<file path="src/rtl/router_pkt_tx.sv">
// router_pkt_tx: packet transmitter in front of a router input port.
//
// A request (start with len/addr) is accepted only in IDLE. The payload
// is first collected from upstream into a 64x8 buffer, then sent as
// header {len, addr}, payload bytes 0..len-1, and the parity byte
// (header XOR all payload bytes). The router consumes a byte at any
// rising edge where busy=0. While busy=1 the presented byte and its
// valid flag hold unchanged.
//
// Handshakes:
//   upstream : a byte moves at a rising edge with pld_valid=1 and
//              pld_ready=1; pld_ready is high only while collecting.
//   router   : pkt_data/pkt_valid are presented and move at a rising
//              edge with busy=0. pkt_valid is high for header and
//              payload only; the parity byte goes out with pkt_valid=0.
//
// Optional feature (macro ROUTER_TX_PARITY_INJ_EN): adds input
// corrupt_parity, sampled with an accepted start; when set, the sent
// parity byte is the true parity XOR 0x01.
//
// Ports:
//   clock, reset            clock and asynchronous active-high reset
//   start, len[5:0], addr   packet request and its parameters
//   corrupt_parity          (optional) parity error injection
//   pld_data, pld_valid     upstream payload byte
//   pld_ready               block accepts an upstream byte
//   busy                    router cannot take a byte this cycle
//   pkt_data, pkt_valid     byte and valid flag to the router
//   tx_ready                high only in IDLE
//   done                    one-cycle pulse after the parity byte moves
//   err                     one-cycle pulse on a rejected request
//   dbg_state               current FSM state
module router_pkt_tx (
  input  logic       clock,
  input  logic       reset,
  input  logic       start,
  input  logic [5:0] len,
  input  logic [1:0] addr,
`ifdef ROUTER_TX_PARITY_INJ_EN
  input  logic       corrupt_parity,
`endif
  input  logic [7:0] pld_data,
  input  logic       pld_valid,
  output logic       pld_ready,
  input  logic       busy,
  output logic [7:0] pkt_data,
  output logic       pkt_valid,
  output logic       tx_ready,
  output logic       done,
  output logic       err,
  output logic [2:0] dbg_state
);

  typedef enum logic [2:0] {
    S_IDLE = 3'd0,
    S_LOAD = 3'd1,
    S_HDR  = 3'd2,
    S_PLD  = 3'd3,
    S_PAR  = 3'd4
  } state_t;

  state_t     state_q, state_d;
  logic [5:0] len_q, len_d;
  logic [1:0] addr_q, addr_d;
  logic [5:0] wr_q, wr_d;
  logic [5:0] rd_q, rd_d;
  logic [7:0] par_q, par_d;
  logic       inj_q, inj_d;
  logic [7:0] pkt_data_d;
  logic       pkt_valid_d, pld_ready_d, tx_ready_d, done_d, err_d;
  logic       wr_en;

  logic [7:0] mem [64];

  assign dbg_state = state_q;

  always_comb begin
    state_d     = state_q;
    len_d       = len_q;
    addr_d      = addr_q;
    wr_d        = wr_q;
    rd_d        = rd_q;
    par_d       = par_q;
    inj_d       = inj_q;
    pkt_data_d  = pkt_data;
    pkt_valid_d = pkt_valid;
    pld_ready_d = pld_ready;
    tx_ready_d  = tx_ready;
    done_d      = 1'b0;
    err_d       = 1'b0;
    wr_en       = 1'b0;
    unique case (state_q)
      S_IDLE: begin
        if (start) begin
          if (addr == 2'd3 || len == 6'd0) begin
            err_d = 1'b1;
          end else begin
            state_d     = S_LOAD;
            len_d       = len;
            addr_d      = addr;
            wr_d        = 6'd0;
            // parity accumulator starts from the header byte
            par_d       = {len, addr};
`ifdef ROUTER_TX_PARITY_INJ_EN
            inj_d       = corrupt_parity;
`else
            inj_d       = 1'b0;
`endif
            pld_ready_d = 1'b1;
            tx_ready_d  = 1'b0;
          end
        end
      end
      S_LOAD: begin
        if (pld_valid && pld_ready) begin
          wr_en = 1'b1;
          wr_d  = wr_q + 6'd1;
          par_d = par_q ^ pld_data;
          // last byte stored at this edge: header goes out next cycle
          if (wr_q + 6'd1 == len_q) begin
            state_d     = S_HDR;
            pld_ready_d = 1'b0;
            pkt_data_d  = {len_q, addr_q};
            pkt_valid_d = 1'b1;
          end
        end
      end
      S_HDR: begin
        if (!busy) begin
          state_d    = S_PLD;
          pkt_data_d = mem[6'd0];
          rd_d       = 6'd1;
        end
      end
      S_PLD: begin
        // rd_q is the index of the next byte to present; reaching len_q
        // means the byte now on the bus is the last payload byte
        if (!busy) begin
          if (rd_q == len_q) begin
            state_d     = S_PAR;
            pkt_data_d  = par_q ^ {7'd0, inj_q};
            pkt_valid_d = 1'b0;
          end else begin
            pkt_data_d = mem[rd_q];
            rd_d       = rd_q + 6'd1;
          end
        end
      end
      S_PAR: begin
        if (!busy) begin
          state_d    = S_IDLE;
          pkt_data_d = 8'h00;
          done_d     = 1'b1;
          tx_ready_d = 1'b1;
        end
      end
      default: state_d = S_IDLE;
    endcase
  end

  always_ff @(posedge clock or posedge reset) begin
    if (reset) begin
      state_q   <= S_IDLE;
      len_q     <= 6'd0;
      addr_q    <= 2'd0;
      wr_q      <= 6'd0;
      rd_q      <= 6'd0;
      par_q     <= 8'h00;
      inj_q     <= 1'b0;
      pkt_data  <= 8'h00;
      pkt_valid <= 1'b0;
      pld_ready <= 1'b0;
      tx_ready  <= 1'b1;
      done      <= 1'b0;
      err       <= 1'b0;
    end else begin
      state_q   <= state_d;
      len_q     <= len_d;
      addr_q    <= addr_d;
      wr_q      <= wr_d;
      rd_q      <= rd_d;
      par_q     <= par_d;
      inj_q     <= inj_d;
      pkt_data  <= pkt_data_d;
      pkt_valid <= pkt_valid_d;
      pld_ready <= pld_ready_d;
      tx_ready  <= tx_ready_d;
      done      <= done_d;
      err       <= err_d;
    end
  end

  // payload buffer: contents survive reset, only the indices are cleared
  always_ff @(posedge clock) begin
    if (wr_en) mem[wr_q] <= pld_data;
  end

endmodule

</file>
<file path="config.mk">
export PLATFORM = sky130hd
export DESIGN_NAME = router_pkt_tx
export DESIGN_NICKNAME = d
export VERILOG_FILES = /design/src/rtl/router_pkt_tx.sv
export SDC_FILE = /design/constraint.sdc
export NUM_CORES = 1
export LEC_CHECK = 0
export ABC_CLOCK_PERIOD_IN_PS = 3020
export BUFFER_PORTS_ARGS = -buffer_cell sky130_fd_sc_hd__clkbuf_2
export CAP_MARGIN = 20
export CORE_MARGIN = 3
export CORE_UTILIZATION = 45
export DETAILED_ROUTE_END_ITERATION = 12
export PLACE_DENSITY_LB_ADDON = 0.2
export REMOVE_ABC_BUFFERS = 1
export SYNTH_ARGS = -nofsm -noshare
export SYNTH_HDL_FRONTEND = slang
export SYNTH_SLANG_ARGS = --single-unit
</file>
<file path="constraint.sdc">
create_clock -name clock -period 3.02 [get_ports clock]
set_clock_uncertainty 0.05 [all_clocks]
set_input_delay 0.755 -clock clock [delete_from_list [all_inputs] [get_ports clock]]
set_output_delay 0.755 -clock clock [all_outputs]
set_load 0.1 [all_outputs]
</file>
==> flow_summary.yaml <==
status:
  status: "finished clean"
global_route:
  antenna_found_initial: 0
  grt_pass1_wl_mm: 81.22
  grtUsageMet3_pct: 4.536
  met1_usage_pct: 29.13
  grt_max_degree: 45
  first_global_vias: 12420
  grt_usage_pct: 20.97
  grt_overflow: 0
  use_met2_pct: 33.23
  grt-busiest-layer: "met2"
layout:
  fin_nets: 1389
  nFillCells: 3847
  final_area_mm2: 0.02595
  drive_gt1_share_pct: 26.84
  regArea_mm2: 0.01649
  final_cells: 2068
  syn_to_final_growth_pct: 16.56
  multiInputGateArea_mm2: 0.005370
  n_antenna_cell: 0
critical_path:
  cp-end-kind: "flop"
  required_ns: 3.45
  criticalPathCategory: "flop to flop"
  cpPeakStageDelay_ns: 0.56
  path_buf_inv: 3
  crit_fanout: 32
  start_kind: "flop"
  arrival_ns: 3.13
  crit_family: "buffers and inverters"
  slowest_stage: "mux4_2"
  cp_common_cell: "buf_4"
  cp_cell_sequence: "buf_12, buf_4, mux4_2, a22oi_1, a221oi_1, buf_4, nor3_1, o2bb2ai_1"
floorplanning:
  die_w_um: 228.4
  start_util_pct: 46.05
  rows: 80
  ios: 37
  dieArea_mm2: 0.05218
  coreArea_mm2: 0.04835
  die_h_um: 228.4
placed_design:
  place.gp.congestion: 0.9078
  dp_hpwl_mm: 34.52
  place_ws_ns: 0.3750
  place_area_mm2: 0.02404
  io_buffers: 36
  place_inst: 1961
route:
  viasPerCell: 5.859
  finalWirelength_mm: 54.34
  drtIter0Drc: 1304
  firstDrtPassIters: 5
  ant_nets: 0
  post_drt_wl_per_cell_um: 26.28
  vias: 12120
  drt_drc_violations_left: 0
timing:
  final.setup.worst_slack_ns: 0.3212
  drv_slew: 0
  fin_crit_ns: 2.699
  max_clock_freq_mhz: 370.5
  hold_violations: 0
  tightest_slew_ns: 0.9168
  rsz0062_at_grt: "false"
  setup_violations: 0
  hold_ws_ns: 0.3755
  max-slew-margin-rel_pct: 38.88
  fin_crit_sh_pct: 89.36
pwr:
  ir_drop_mv: 0.5446
  power_density_mw_per_mm2: 832.8
  p_int_w: 0.01509
  switchingPower_w: 0.006520
  power.share.combinational_pct: 25.5
  p_leak_nw: 8.541
  seq_power_share_pct: 41.9
  p_clk_share_pct: 32.6
  p_total_w: 0.02161
  swShare_pct: 30.17
clock_network:
  clk-insertion-delay-late_ns: 0.61
  cts_inserted_buffers: 57
  cts_htree_levels: 2
  cts_buffer_depth: 3
  post_cts_buffers: 0
  cts.sinks: 556
  cts_tree: "built"
  root_buffer: "clkbuf_16"
  clkTransAtPathRegs_ns: 0.07
yosys:
  seq_area_frac_synth_pct: 74.01
  synth_async_sr_flop_share_pct: 7.914
  yosysWarningCount: 0
  netlist.area_leader.share_pct: 69.06
  synth_area_leaders: "edfxtp_1 (69%), mux4_2 (9.7%), dfrtp_1 (4.8%)"
  ys_types: 66
  syn_inst: 1208
  synth_edf_count: 512
  yosysTopAreaCell: "edfxtp_1"
  synth_flop_cell: "edfxtp_1"
  netlist_area_mm2: 0.02226
  syn_area_per_cell_um2: 18.43
  ys_seq_elements: 556
run:
  cap_viol_max_count: 0
hold_path:
  min_path_type: "input port to flop"
==> worst register-to-register path, delay by kind of cell (launching register included) <==
family          cells  cell delay (ns)
compound gates      3             0.51
buf+inv             3             0.73
flops               1             0.48
mux                 1             0.56
simple gates        1             0.24
==> worst paths after layout <==
check,start,to,slack [ns],depth (start not counted)
max in group asynchronous,reset,rd_q[1]$_DFFE_PP0P_,1.91,4
max reg2reg,rd_q[0]$_DFFE_PP0P_,pkt_data[1]$_DFFE_PP0P_,0.32,8
min reg2reg,pkt_data[3]$_DFFE_PP0P_,pkt_data[3]$_DFFE_PP0P_,0.44,1
max,rd_q[0]$_DFFE_PP0P_,pkt_data[1]$_DFFE_PP0P_,0.32,8
min,len[1],len_q[1]$_DFFE_PP0P_,0.38,2
min in group asynchronous,reset,par_q[3]$_DFFE_PP0P_,0.52,3
==> sequential cells by signal, indices dropped and copies added, names as in the netlist <==
name / count
dbg_state: 3
wr_q: 6
pkt_valid: 1
pld_ready: 1
par_q: 8
addr_q: 2
rd_q: 6
err: 1
len_q: 6
pkt_data: 8
done: 1
tx_ready: 1
mem: 512
==> through the flow <==
step           setup TNS [ns]  util (%)
2_1_floorplan         -781.59         -
3_3_place_gp                0     49.73
3_5_place_dp                0     49.73
4_1_cts                     0     53.62
5_1_grt                     0     53.68
6_report                    0     53.68
==> timing repair <==
| action | in CTS | in global routing |
|---|---|---|
| setup endpoints to repair | 0 | 0 |
| endpoints found under the hold margin | 0 | 3 |
| hold buffers | 0 | 1 |
| resized for setup | 0 | 0 |
==> synth_stat cells (9+ instances only) <==
master     count
o21ai_0       21
a221oi_1      16
o2bb2ai_1      9
dfrtp_1       43
buf_4         13
a211oi_1      17
nor3_1        10
edfxtp_1     512
nand4_1       10
nand2b_1      10
a21oi_1       62
mux4_2        96
nand2_1       16
nor2_1        83
nand3_1       22
o221ai_1      16
mux2i_1       66
a22oi_1       33
buf_2         22
o22ai_1       17
clkbuf_1      26
==> final cells by class <==
cell class                 count  area share [%]
timing repair buffer         172           5.265
clock inverter                36           1.567
sequential                   556           63.53
multi-input combinational    571           20.69
tap                          656           3.163
inverter                       8          0.1157
clock buffer                  69           5.670
==> power by group through the flow <==
| stage | combinational [W] | clock, W | sequential [W] |
|---|---|---|---|
| 6_report | 0.00551 | 0.00704 | 0.00907 |
| 5_1_grt | 0.00585 | 0.00749 | 0.00910 |
| 4_1_cts | 0.00555 | 0.00719 | 0.00906 |
| 3_5_place_dp | 0.00553 | 0 | 0.00921 |
| 3_3_place_gp | 0.00550 | 0 | 0.00921 |
| 2_1_floorplan | 0.00277 | 0 | 0.0101 |
==> logic make-up after synthesis <==
logic type,Yosys count,synth area share [%]
flops,556,74.01
compound gates,206,6.244
simple gates,179,4.058
mux,171,13.15
buf+inv,81,1.916
xor+xnor,13,0.5114
fa+ha+maj,2,0.1124
==> layout by cell type, fill, tap and decap left out, types with 3 or more instances in the layout <==
cell	synthesis	layout
edfxtp_1	512	512
buf_4	13	122
mux4_2	96	96
nor2_1	83	82
mux2i_1	66	66
a21oi_1	62	62
clkbuf_16	0	57
dfrtp_1	43	40
clkbuf_2	1	36
a22oi_1	33	33
nand3_1	22	22
o21ai_0	21	21
o22ai_1	17	17
a211oi_1	17	17
nand2_1	16	16
o221ai_1	16	16
a221oi_1	16	16
buf_12	0	13
clkbuf_1	26	12
clkinv_1	0	11
nand2b_1	10	10
nor3_1	10	10
nand4_1	10	10
o2bb2ai_1	9	9
clkinv_2	0	9
mux2_2	8	8
xor2_1	8	8
bufinv_16	0	8
inv_1	7	6
xnor2_1	5	5
clkinvlp_4	0	4
nor2b_1	4	3
==> layer usage <==
layer	vias up	share of wire (%)
met5	-	0
met4	0	3.3
met3	109	7.0
met2	444	47
met1	6291	42
li1	5272	-
Power figures use the tool's default switching activity.
